==> src/rtl/d16_mem_unit.sv <==
`default_nettype none
// ============================================================================
// Module     : d16_mem_unit
// Description: d16 memory/writeback stage. Latches one ALU result, runs at
//              most one req/ack bus cycle (with timeout), then emits a single
//              cycle register/SP writeback or a fault completion.
//              Optional feature macro: BYTE_ACCESS_EN (byte loads/stores).
// Revision   : 1.0 - initial release
// ============================================================================
module d16_mem_unit #(
  parameter int TIMEOUT = 255
) (
  input  logic        clk,
  input  logic        rst_n,
  input  logic        i_en,
  input  logic [1:0]  i_op,
  input  logic        i_byte_op,
  input  logic [15:0] i_alu_out,
  input  logic [15:0] i_alu_mem_data,
  input  logic        i_alu_write,
  input  logic [15:0] i_alu_sp,
  input  logic        i_sp_write,
  output logic        o_mem_req,
  output logic        o_mem_we,
  output logic [15:0] o_mem_addr,
  output logic [15:0] o_mem_wdata,
  output logic [1:0]  o_mem_be,
  input  logic        i_mem_ack,
  input  logic [15:0] i_mem_rdata,
  output logic        o_wb_en,
  output logic [15:0] o_wb_data,
  output logic        o_sp_wb_en,
  output logic [15:0] o_sp_wb_data,
  output logic        o_busy,
  output logic        o_done,
  output logic        o_fault
);

  localparam logic [1:0] S_IDLE = 2'd0;
  localparam logic [1:0] S_REQ  = 2'd1;
  localparam logic [1:0] S_WB   = 2'd2;
  localparam logic [1:0] S_FLT  = 2'd3;

  localparam logic [1:0] C_OP_PASS  = 2'b00;
  localparam logic [1:0] C_OP_LOAD  = 2'b01;
  localparam logic [1:0] C_OP_STORE = 2'b10;

  // Last REQ cycle index that may still wait for ack.
  localparam logic [7:0] C_TMO_LAST = 8'(TIMEOUT - 1);

`ifdef BYTE_ACCESS_EN
  localparam logic C_BYTE_EN = 1'b1;
`else
  localparam logic C_BYTE_EN = 1'b0;
`endif

  logic [1:0]  r_state;
  logic [1:0]  w_state_nxt;
  logic [1:0]  r_op;
  logic        r_byte;
  logic [15:0] r_addr;
  logic [15:0] r_wdata;
  logic        r_alu_write;
  logic [15:0] r_sp;
  logic        r_sp_write;
  logic [15:0] r_rdata;
  logic [7:0]  r_timer;

  logic [1:0]  w_op_norm;
  logic        w_misalign;
  logic        w_byte;
  logic [15:0] w_load_data;

  // Reserved opcode behaves exactly like pass-through.
  assign w_op_norm  = (i_op == 2'b11) ? C_OP_PASS : i_op;
  // Odd address is only legal for a byte access when byte support is built in.
  assign w_misalign = i_alu_out[0] & ~(i_byte_op & C_BYTE_EN);
  assign w_byte     = r_byte & C_BYTE_EN;
  assign w_load_data = w_byte ? {8'h00, (r_addr[0] ? r_rdata[15:8] : r_rdata[7:0])}
                              : r_rdata;

  // State register; async reset drops mem_req immediately mid-access.
  always_ff @(posedge clk or negedge rst_n) begin
    if (!rst_n) r_state <= S_IDLE;
    else        r_state <= w_state_nxt;
  end

  // Next-state decode.
  always_comb begin
    w_state_nxt = r_state;
    case (r_state)
      S_IDLE: begin
        if (i_en) begin
          if (w_op_norm == C_OP_PASS) w_state_nxt = S_WB;
          else if (w_misalign)        w_state_nxt = S_FLT;
          else                        w_state_nxt = S_REQ;
        end
      end
      S_REQ: begin
        if (i_mem_ack)                  w_state_nxt = S_WB;
        else if (r_timer == C_TMO_LAST) w_state_nxt = S_FLT;
      end
      S_WB:    w_state_nxt = S_IDLE;
      S_FLT:   w_state_nxt = S_IDLE;
      default: w_state_nxt = S_IDLE;
    endcase
  end

  // Capture the ALU result only when a new operation is accepted.
  always_ff @(posedge clk or negedge rst_n) begin
    if (!rst_n) begin
      r_op        <= C_OP_PASS;
      r_byte      <= 1'b0;
      r_addr      <= 16'h0000;
      r_wdata     <= 16'h0000;
      r_alu_write <= 1'b0;
      r_sp        <= 16'h0000;
      r_sp_write  <= 1'b0;
    end else if (r_state == S_IDLE && i_en) begin
      r_op        <= w_op_norm;
      r_byte      <= i_byte_op;
      r_addr      <= i_alu_out;
      r_wdata     <= i_alu_mem_data;
      r_alu_write <= i_alu_write;
      r_sp        <= i_alu_sp;
      r_sp_write  <= i_sp_write;
    end
  end

  // Load data capture on the accepting ack.
  always_ff @(posedge clk or negedge rst_n) begin
    if (!rst_n)                                             r_rdata <= 16'h0000;
    else if (r_state == S_REQ && i_mem_ack && r_op == C_OP_LOAD) r_rdata <= i_mem_rdata;
  end

  // Wait timer: counts REQ cycles without ack, cleared outside REQ.
  always_ff @(posedge clk or negedge rst_n) begin
    if (!rst_n)                r_timer <= 8'd0;
    else if (r_state != S_REQ) r_timer <= 8'd0;
    else if (!i_mem_ack)       r_timer <= r_timer + 8'd1;
  end

  // Moore outputs: everything is zero outside the state that owns it.
  always_comb begin
    o_mem_req    = 1'b0;
    o_mem_we     = 1'b0;
    o_mem_addr   = 16'h0000;
    o_mem_wdata  = 16'h0000;
    o_mem_be     = 2'b00;
    o_wb_en      = 1'b0;
    o_wb_data    = 16'h0000;
    o_sp_wb_en   = 1'b0;
    o_sp_wb_data = 16'h0000;
    o_done       = 1'b0;
    o_fault      = 1'b0;
    o_busy       = (r_state != S_IDLE);
    case (r_state)
      S_REQ: begin
        o_mem_req   = 1'b1;
        o_mem_we    = (r_op == C_OP_STORE);
        o_mem_addr  = {r_addr[15:1], 1'b0};
        o_mem_wdata = w_byte ? {2{r_wdata[7:0]}} : r_wdata;
        o_mem_be    = w_byte ? (r_addr[0] ? 2'b10 : 2'b01) : 2'b11;
      end
      S_WB: begin
        o_done       = 1'b1;
        o_wb_en      = r_alu_write & (r_op != C_OP_STORE);
        o_wb_data    = (r_op == C_OP_LOAD) ? w_load_data : r_addr;
        o_sp_wb_en   = r_sp_write;
        o_sp_wb_data = r_sp;
      end
      S_FLT: begin
        o_done  = 1'b1;
        o_fault = 1'b1;
      end
      default: ;
    endcase
  end

endmodule
`default_nettype wire
==> config.mk <==
export PLATFORM = sky130hd
export DESIGN_NAME = d16_mem_unit
export DESIGN_NICKNAME = d
export VERILOG_FILES = /design/src/rtl/d16_mem_unit.sv
export SDC_FILE = /design/constraint.sdc
export NUM_CORES = 1
export LEC_CHECK = 0
export CAP_MARGIN = 10
export CORE_MARGIN = 3
export CORE_UTILIZATION = 47
export DETAILED_ROUTE_END_ITERATION = 6
export HOLD_SLACK_MARGIN = 0.03
export PLACE_DENSITY = 0.85
export REMOVE_ABC_BUFFERS = 1
export SETUP_SLACK_MARGIN = 0.4
export SLEW_MARGIN = 15
export SYNTH_ARGS = -nofsm -noshare
export SYNTH_HDL_FRONTEND = slang
export SYNTH_SLANG_ARGS = --single-unit
==> constraint.sdc <==
create_clock -name clk -period 4.6 [get_ports clk]
set_input_delay 0.92 -clock clk [delete_from_list [all_inputs] [get_ports clk]]
set_output_delay 0.92 -clock clk [all_outputs]
set_load 0.005 [all_outputs]
==> Word-level counts from Yosys, hierarchy flattened <==
Index checks and enable logic that the tools add are counted.
{ "word_totals": {"regBits": 78, "latchBits": 0, "ramBits": 0, "rom_bits": 0, "in_bits": 73, "out_inout_bits": 73, "wordCells": 52, "n_memories": 0} }
{ "op_classes": {"n_addsub": 1, "n_mul": 0, "n_div": 0, "magnitude_cmp": 0, "n_eq_ne": 12, "n_shift": 0, "n_mux": 21, "bitwise_logic": 1, "reduce_logical": 8} }
{ "ops": {"columns": ["operator", "n"], "rows": [
  ["$mux W16", 5],
  ["$mux W8", 2],
  ["$mux W2", 7],
  ["$add A8 B1 Y8 const B", 1],
  ["$eq A2 B2 Y1 const B", 4],
  ["$eq A8 B8 Y1 const B", 1],
  ["$mux W1", 6],
  ["$pmux W2 S3", 1],
  ["$eq A2 B1 Y1 const B", 2],
  ["$logic_not A2 Y1", 2],
  ["$ne A2 B1 Y1 const B", 2],
  ["$ne A2 B2 Y1 const B", 2],
  ["$logic_and A1 B1 Y1", 3],
  ["$ne A3 B3 Y1 const B", 1],
  ["$reduce_and A2 Y1", 1],
  ["$reduce_bool A2 Y1", 1],
  ["$reduce_or A2 Y1", 1],
  ["$and A1 B1 Y1", 1]
]} }

==> Logic depth before layout (Yosys ltp) <==
{ "depth": {"depth_word": 6, "depth_mapped": 7, "mapped_depth_nobuf": 5} }

==> Least setup slack after synthesis <==
No wires, ideal clock.
{ "synth_path": {"kind": "register to output", "start": "register r_state[1]", "end": "output port o_mem_wdata[10]", "arrival_ps": 1243, "required_time_ps": 3680, "setup_slack_ps": 2437, "stages_incl_launch_ff": 7, "path_buffers": 3, "path_cell_list": "dfrtp_1 -> buf_6 -> nand2b_1 -> buf_6 -> clkinv_4 -> clkbuf_1 -> and2_1"} }
{ "synth_via": {"elab_chain_len": 2} }
{ "synth_lines": {"columns": ["element", "line_no", "source"], "rows": [
  ["start: declaration", "57", "logic [1:0] r_state;"],
  ["start signal: assignment", "85", "else r_state <= w_state_nxt;"],
  ["$eq A2 B1 Y1", "157", "case (r_state)"],
  ["$mux W16", "157", null],
  ["end: declaration", "26", "output logic [15:0] o_mem_wdata,"]
]} }
No other way between the ends.

==> Worst setup path in the final report <==
{ "layout_path": {"start": "register r_state[1]", "end": "output port o_wb_en"} }
{ "layout_via": {"elab_chain_len": 2} }
{ "layout_lines": {"columns": ["element", "line_no", "source"], "rows": [
  ["$eq A2 B2 Y1", "157", null],
  ["$mux W1", "157", null],
  ["end: declaration", "30", "output logic o_wb_en,"]
]} }
No other way between the ends.

==> impl_metrics.toml <==
[timing]
skew_ns = 0.007341
setup_viol = 0
fin_tns_setup_ns = 0
rsz0062_at_grt = "false"
setup_slack_ns = 1.298
finalCritPeriodShare = 0.7178
layout_min_cycle_time_ns = 3.302
max_freq_mhz = 302.8
worst_pin_slew_ns = 0.9634
slew_headroom = 0.3577
hold_viol_final = 0
slew_viol_final = 0

[grt]
grt_overflow_total = 0
grt_pass1_wl_um = 14640
grt_use_total = 0.2112
grt_max_degree = 79
grt_pass1_vias = 3016
antenna_found_initial = 0

[clock_tree]
cts_hold_buf = 0
cts_max_level = 3
root_buffer = "clkbuf_8"
cts_buffer_depth = 2
clk_pin_slew_ns = 0.08
numCtsBuffers = 9
post_cts_resized = 0
clk_latency_ns = 0.34
cts_tree = "done"
postCtsSetupBuffers = 0
cts_sinks = 78

[finish]
nNetsFinal = 534
final_cell_mix = "clkdlybuf4s50_1, dfrtp_1, and2_1"
final_cells = 561
antenna_cells = 0
drive_above_1_share = 0.1450
area_delta_synth_final_pct = 44.64
layout_commonest_cell = "clkdlybuf4s50_1"

[detailed_routing]
drt-initial-drc-count = 60
drt_wl_total_um = 9067
vias_per_cell = 5.041
ant_nets = 0
vias = 2828
drtPass1Iterations = 4
wl_per_cell_um = 16.16
drc = 0

[min_path]
hold_end = "r_sp[13]$_DFFE_PN0P_"
worstHoldPathCells = 1
hp-class = "flop to flop"
hold_start = "r_sp[13]$_DFFE_PN0P_"

[setup_path]
regToRegSetupSlack_ns = 2.46
cp_slowest_stage_delay_ns = 0.76
cp.required_ns = 3.68
crit_fanout = 18
worstReg2RegEnd = "r_rdata[3]$_DFFE_PN0P_"
path_cells = "nor2b_1 -> and3_1 -> clkdlybuf4s50_1"
reg2reg_from = "r_state[1]$_DFFE_PN0P_"
cp-start-kind = "flop"
endpoint_kind = "output port"
cp.arrival_ns = 2.38
r2r_cells = 4
critPathKind = "flop to output port"
slowest_stage = "nor2b_1"

[yosys]
synth-main-ff-cell = "dfrtp_1"
ys_ff_latch = 78
synth_compound_area_frac = 0.03943
synth_fa_ha_area_frac = 0.01336
synthSimpleGateAreaFrac = 0.1627
synth_warnings = 0
muxShareOfSynthArea = 0.2145
ys_seq_area_frac = 0.5212
synth_top_family_by_area = "multiplexers"
synth_edf_count = 0
synth_xor_xnor_area_share = 0.007016
avgSynthCellArea_sq_um = 11.63
synthArstFlopShare = 1.000
synthCells = 322
synth.distinct_cells = 30
netlist_area_sq_um = 3745

[pwr]
finalPower_mw = 2.547
powerDensity_nw_per_um2 = 470.3
leakagePower_nw = 2.295
ir_drop_mv = 0.2625

[place]
dp_cells = 545
io_buffers = 143
gp_congestion = 0.7775
dp_hpwl_um = 6578
place_ws_ns = 1.644

[die]
die_y_um = 95.26
die_x_um = 95.26
die_area_sq_um = 9074
placementRows = 31
coreArea_sq_um = 7486
initial_core_util = 0.5003
ios = 146

[outcome]
status = "finished clean"

[flow_run]
maxCapViolCount = 0
[state kept, by name, indices dropped and copies added (netlist names)]
register and flops:
r_alu_write 1, r_rdata 16, r_addr 16, r_sp_write 1, r_op 2, r_wdata 16
r_sp 16, r_timer 8, r_state 2
[worst max path at each step]
stage                           startpoint                     to  slack [ns]
global placement    r_state[1]$_DFFE_PN0P_                o_wb_en        1.68
floorplan                             i_en  r_addr[0]$_DFFE_PN0P_        1.05
detailed placement  r_state[1]$_DFFE_PN0P_                o_wb_en        1.64
CTS                 r_state[1]$_DFFE_PN0P_                o_wb_en        1.27
global route        r_state[1]$_DFFE_PN0P_                o_wb_en        1.08
finish              r_state[1]$_DFFE_PN0P_                o_wb_en        1.30
[power by group]
group | leakage (nW) | switching [mW] | internal [mW]
combinational | 1.23 | 0.348 | 0.569
clock | 0.110 | 0.236 | 0.319
sequential | 0.954 | 0.142 | 0.934
[per-stage QoR]
step	utilization	instance area, sq um	hold WS [ns]
2_1_floorplan	-	3620	0.4490
6_report	0.7236	5416	0.4790
3_3_place_gp	0.6948	5201	0.4582
4_1_cts	0.7236	5416	0.4829
5_1_grt	0.7236	5416	0.4992
3_5_place_dp	0.6948	5201	0.4666
[cell type report]
| cell class | count | area (sq um) |
|---|---|---|
| fill | 516 | 2069 |
| sequential | 78 | 1952 |
| multi-input combinational | 216 | 1647 |
| timing repair buffer | 146 | 1451 |
| clock buffer | 12 | 145.1 |
| tap | 99 | 123.9 |
| clock inverter | 4 | 70.07 |
| inverter | 6 | 27.53 |
[Yosys cell counts (all sizes together) (2+ instances only)]
library cell | count | area share
inv | 5 | 0.0050
mux2 | 68 | 0.21
dfrtp | 78 | 0.52
and2 | 49 | 0.082
nand2 | 35 | 0.035
nand2b | 5 | 0.0084
buf | 14 | 0.025
nor2 | 7 | 0.0070
nor2b | 2 | 0.0033
or3 | 4 | 0.0067
nand3 | 3 | 0.0074
nand4b | 2 | 0.0047
xor2 | 3 | 0.0070
ha | 4 | 0.013
o21ai | 5 | 0.0067
clkbuf | 8 | 0.0080
a21oi | 23 | 0.031
[metal layers]
| layer | routed length [um] | share of wire | GRT usage | vias up |
|---|---|---|---|---|
| li1 | - | - | - | 1340 |
| met1 | 3484 | 0.38 | 0.2359 | 1367 |
| met2 | 4469 | 0.49 | 0.3633 | 112 |
| met3 | 1002 | 0.11 | 0.09866 | 9 |
| met4 | 111 | 0.012 | 0.05409 | 0 |
| met5 | 0 | 0 | 0 | - |
[kinds of logic after synthesis]
| kind of cell | count (synthesis) |
|---|---|
| adders and majority gates | 4 |
| muxes | 68 |
| DFF | 78 |
| and+or+nand+nor | 111 |
| other | 1 |
| xor gates and xnor gates | 3 |
| AOI/OAI and AO/OA | 29 |
| buffers and inverters | 28 |
[worst max-delay path: cells and delay by family (launching register included)]
family	cells	cell delay [ns]
buffers and inverters	1	0.50
DFF	1	0.51
and+or+nand+nor	2	1.04
Power figures use the tool's default switching activity.
==> RTL edit 1: new RTL, same settings <==
Build with the macro `BYTE_ACCESS_EN` defined.
--- a/src/rtl/d16_mem_unit.sv
+++ b/src/rtl/d16_mem_unit.sv
@@ -7,6 +7,8 @@
 //              Optional feature macro: BYTE_ACCESS_EN (byte loads/stores).
 // Revision   : 1.0 - initial release
 // ============================================================================
+`define BYTE_ACCESS_EN
+
 module d16_mem_unit #(
   parameter int TIMEOUT = 255
 ) (
Formal check against the unedited RTL: not equivalent (Yosys sat finds a counterexample within 4 cycles, from zero or initial values and one cycle with rst_n low).
==> RTL edit 1 against the unedited design <==
Sequential cell count grew 1. Sequential power grew 10%. Critical path depth grew 1. Final cell count grew 3.0%. Non-clock buffer count is the same. Synthesized area grew 6.1%. Via count grew 7.8%. Final area grew 3.4%. Combinational power grew 23%. Worst setup slack lost 0.29 ns. Total power grew 8.7%. Routed wire length grew 11%. Register-to-register slack lost 0.11 ns. Largest cell class unchanged. Largest power group unchanged.
==> RTL edit 1: results (changes against the unedited design) <==
| Metric | Value |
|---|---|
| Status | finished clean |
| H-tree levels | 3 (unchanged) |
| Yosys cell types | 36 (+20%) |
| Placed Area | 0.00543 mm² (+4.4%) |
| Post-Synth Adder-Cell Area | 1.26% (-0.077 points) |
| Non-Filler Instances | 578 (+3.0%) |
| IO buf count | 144 (+0.70%) |
| Initial antenna violation count | 0 (unchanged) |
| Initial DRC count | 131 (+120%) |
| Fraction of layout cells with a size suffix above 1 | 18.7% (+4.2 points) |
| Hpwl dp | 7100 µm (+8.0%) |
| Post-Place Setup Slack | 1.35 ns (-0.294 ns) |
| Worst Reg-to-Reg Cells | 3 (-1) |
| Final Skew | 0.00566 ns (-0.00168 ns) |
| Syn_area_per_cell | 11.7 µm² (+0.46%) |
| Leak | 2.37 nW (+3.2%) |
| Xor and xnor fraction of the mapped netlist area | 0.661% (-0.040 points) |
| Mux cell area share after synthesis | 24.0% (+2.5 points) |
| Most frequent cells after synthesis | dfrtp_1, mux2_2, and2_1 |
| Slowest stage delay, CP | 0.86 ns (+0.10 ns) |
| CP max stage cell | dfrtp_1 |
| All-Layer GR Usage | 21.3% (+0.21 points) |
| Worst-Margin Slew | 1.04 ns (+0.0775 ns) |
| Wire per inst | 17.4 µm (+7.8%) |
| Synth area leaders | dfrtp_1, mux2_2, and2_1 |
| Gp weighted congestion | 0.778 (+0.10%) |
| Maximum resistive drop on vdd | 236 µV (-9.9%) |
| Critical path peak fanout | 22 (+4) |
| First-pass GRT wire length | 16,400 µm (+12%) |
| Data arrival, critical path | 2.67 ns (+0.29 ns) |
==> RTL edit 1: changes by cell type after synthesis, sizes merged, moves of 2 or more <==
cell    change
and2        -7
clkbuf      +2
mux2i      +15
nand2      -21
nand3b     +11
nor2        +9
o21ai       +7
==> RTL edit 1: critical path: cells and delay by family (launching register included) <==
kind	cells	cell delay [ns]
compound gates	1	0.19
simple gates	1	0.52
flops	1	0.86
buf+inv	1	0.55
mux	1	0.22
==> RTL edit 1: stage by stage <==
step                      power [mW]  utilization (%)  setup TNS (ns)
final                           2.77             70.3               0
after global routing            2.94             70.3               0
after CTS                       2.80             70.3               0
after detailed placement        2.33             68.1               0
after global placement          2.27             68.1               0
after floorplan                 1.77                -          -45.12
==> RTL edit 1: path summary, 6_finish.rpt <==
path                                            to  slack [ns]                start
min in group asynchronous  r_wdata[13]$_DFFE_PN0P_        0.74                rst_n
min reg2reg                    r_sp[4]$_DFFE_PN0P_        0.50  r_sp[4]$_DFFE_PN0P_
max                                   o_wb_data[4]        1.01   r_byte$_DFFE_PN0P_
max reg2reg                r_rdata[10]$_DFFE_PN0P_        2.35  r_op[1]$_DFFE_PN0P_
max in group asynchronous   r_addr[11]$_DFFE_PN0P_        3.24                rst_n
min                            r_sp[4]$_DFFE_PN0P_        0.50  r_sp[4]$_DFFE_PN0P_
==> RTL edit 1: area by class of cell <==
cell class              instances  area (µm²)
clock inverters                 1        5.00
multi-input cells             233        1850
flip-flops and latches         79        1980
well taps                     102         128
repair buffers                146        1450
inverters                       5        23.8
fillers                       605        2370
clock buffers                  12         165
==> RTL edit 1: routing by layer <==
metal | share of wire, % | track usage (%) | up-vias
li1 | - | - | 1427
met1 | 42 | 25.5 | 1485
met2 | 49 | 36.4 | 126
met3 | 8.0 | 6.50 | 10
met4 | 1.4 | 7.56 | 0
met5 | 0 | 0 | -
==> RTL edit 1: cells by family (layout without fill, tap and decap cells) <==
family                     after synthesis  after routing
and+or+nand+nor                        104            104
adders and majority gates                4              4
buffers and inverters                   28            164
muxes                                   83             83
other                                    1              1
DFF                                     79             79
xor gates and xnor gates                 3              3
AOI/OAI and AO/OA                       38             38
==> RTL edit 1: power breakdown <==
part           total (mW)  switching, mW  internal [mW]
Sequential           1.19          0.214          0.971
Combinational        1.13          0.424          0.703
Clock               0.456          0.225          0.231
Total                2.77          0.863           1.91
==> RTL edit 2: new RTL, same flow settings <==
Made on the original files. Register the output `o_fault`, cleared by the reset; this adds one clock of latency there. The other outputs are not delayed to match.
--- a/src/rtl/d16_mem_unit.sv
+++ b/src/rtl/d16_mem_unit.sv
@@ -47,6 +47,8 @@
 
   // Last REQ cycle index that may still wait for ack.
   localparam logic [7:0] C_TMO_LAST = 8'(TIMEOUT - 1);
+
+  logic o_fault_d;
 
 `ifdef BYTE_ACCESS_EN
   localparam logic C_BYTE_EN = 1'b1;
@@ -152,7 +154,7 @@
     o_sp_wb_en   = 1'b0;
     o_sp_wb_data = 16'h0000;
     o_done       = 1'b0;
-    o_fault      = 1'b0;
+    o_fault_d    = 1'b0;
     o_busy       = (r_state != S_IDLE);
     case (r_state)
       S_REQ: begin
@@ -171,11 +173,19 @@
       end
       S_FLT: begin
         o_done  = 1'b1;
-        o_fault = 1'b1;
+        o_fault_d = 1'b1;
       end
       default: ;
     endcase
   end
 
+  always_ff @(posedge clk or negedge rst_n) begin
+    if (!rst_n) begin
+      o_fault <= '0;
+    end else begin
+      o_fault <= o_fault_d;
+    end
+  end
+
 endmodule
 `default_nettype wire
Behaviour: not the same (a bounded check fails within 4 cycles, from zero or initial values and one cycle with rst_n low).
==> RTL edit 2 against the unedited design <==
Routed wire length shrank 1.7%. Sequential share of layout area increased by 0.39 points. Critical path type unchanged. Count of clock-buffer cells in the layout fell by 1. First-iteration DRC count rose by 1.7%. Worst setup slack worse by 0.023 ns. Largest power group unchanged. Sequential cell count increased by 1. Largest cell class unchanged. Final area increased by 0.21%. Synthesized area up 0.67%. Die area increased by 0.63%. Total power fell by 1.2%. Utilization fell by 2.5 points.
==> RTL edit 2: results (changes against the unedited design) <==
| Metric | Value |
|---|---|
| Initial antenna violation count | 0 (unchanged) |
| Yosys cell types | 29 (-3.3%) |
| Antenna diodes | 0 (unchanged) |
| Placed Area | 0.00523 mm² (+0.55%) |
| Register Area | 0.00198 mm² (+1.3%) |
| Gp weighted congestion | 0.757 (-2.6%) |
| Hpwl dp | 6130 µm (-6.8%) |
| Maximum resistive drop on vdd | 248 µV (-5.4%) |
| Data arrival, critical path | 2.41 ns (+0.03 ns) |
| Bufs w/o clock | 144 (-1.4%) |
| Met2 wire length | 4330 µm (-3.1%) |
| Leak | 2.29 nW (-0.13%) |
| Synth area leaders | dfrtp_1, mux2_2, and2_1 |
| Worst-Margin Slew | 0.988 ns (+0.0244 ns) |
| Fraction of area in clock buffers and inverters | 3.64% (-0.33 points) |
| Area of the multi-input gates | 0.00165 mm² (+0.15%) |
| Clock Latency Late Sink | 0.34 ns (about the same) |
| Wire per inst | 15.8 µm (-2.0%) |
| Most frequent cells after synthesis | dfrtp_1, and2_1, mux2_2, nand2_1 |
| Status | finished clean |
| NonClk Buf Share | 26.7% (-0.10 points) |
| Fraction of layout cells with a size suffix above 1 | 14.5% (+0.031 points) |
| # rows | 32 (+3.2%) |
| First-pass GRT wire length | 13,600 µm (-6.8%) |
| All-Layer GR Usage | 19.4% (-1.7 points) |
| DR WL met3 | 775 µm (-23%) |
| Largest net degree at the start of global routing | 80 (+1.3%) |
| IO buf count | 143 (unchanged) |
| Final Skew | 0.0111 ns (+0.00378 ns) |
| Clk sink count | 79 (+1.3%) |
| CP max stage cell | nor2b_1 |
| M1 WL | 3710 µm (+6.5%) |
| Clkbuf count | 11 (-1) |
==> RTL edit 2: through the flow <==
step           power (mW)  util (%)  setup slack, ns  std cells
3_3_place_gp         1.97      67.3             1.56        547
2_1_floorplan        1.53         -             1.05        301
4_1_cts              2.54      69.9             1.22        563
6_report             2.52      69.9             1.27        563
3_5_place_dp         2.02      67.3             1.51        547
5_1_grt              2.67      69.9            0.999        563
==> RTL edit 2: worst paths after layout <==
check / end / start / cells after the start / slack, ns
setup reg to reg: r_rdata[15]$_DFFE_PN0P_ / r_state[1]$_DFFE_PN0P_ / 4 / 2.39
min in group asynchronous: r_sp[1]$_DFFE_PN0P_ / rst_n / 1 / 0.73
setup / recovery: o_wb_en / r_state[1]$_DFFE_PN0P_ / 3 / 1.27
hold reg to reg: r_sp[7]$_DFFE_PN0P_ / r_sp[7]$_DFFE_PN0P_ / 1 / 0.48
max in group asynchronous: r_addr[10]$_DFFE_PN0P_ / rst_n / 1 / 3.22
hold / removal: r_sp[7]$_DFFE_PN0P_ / r_sp[7]$_DFFE_PN0P_ / 1 / 0.48
==> RTL edit 2: metal layers <==
layer / vias to the layer above / track usage, %
met2: 96 / 31.7
met3: 10 / 6.63
li1: 1333 / -
met4: 0 / 7.58
met5: - / 0
met1: 1384 / 23.6
==> RTL edit 2: cells by family (layout without fill, tap and decap cells) <==
group	Yosys count	count (layout)	share of synthesized area, %
other	1	1	0.0995
DFF	79	79	52.4
and+or+nand+nor	111	111	16.2
AOI/OAI and AO/OA	29	29	3.92
buffers and inverters	28	166	4.05
muxes	68	68	21.3
adders and majority gates	4	4	1.33
xor gates and xnor gates	3	3	0.697
==> RTL edit 2: report_power, final <==
group	switching, mW	internal [mW]
logic	0.347	0.568
registers	0.138	0.943
clock network	0.255	0.266
total	0.739	1.78
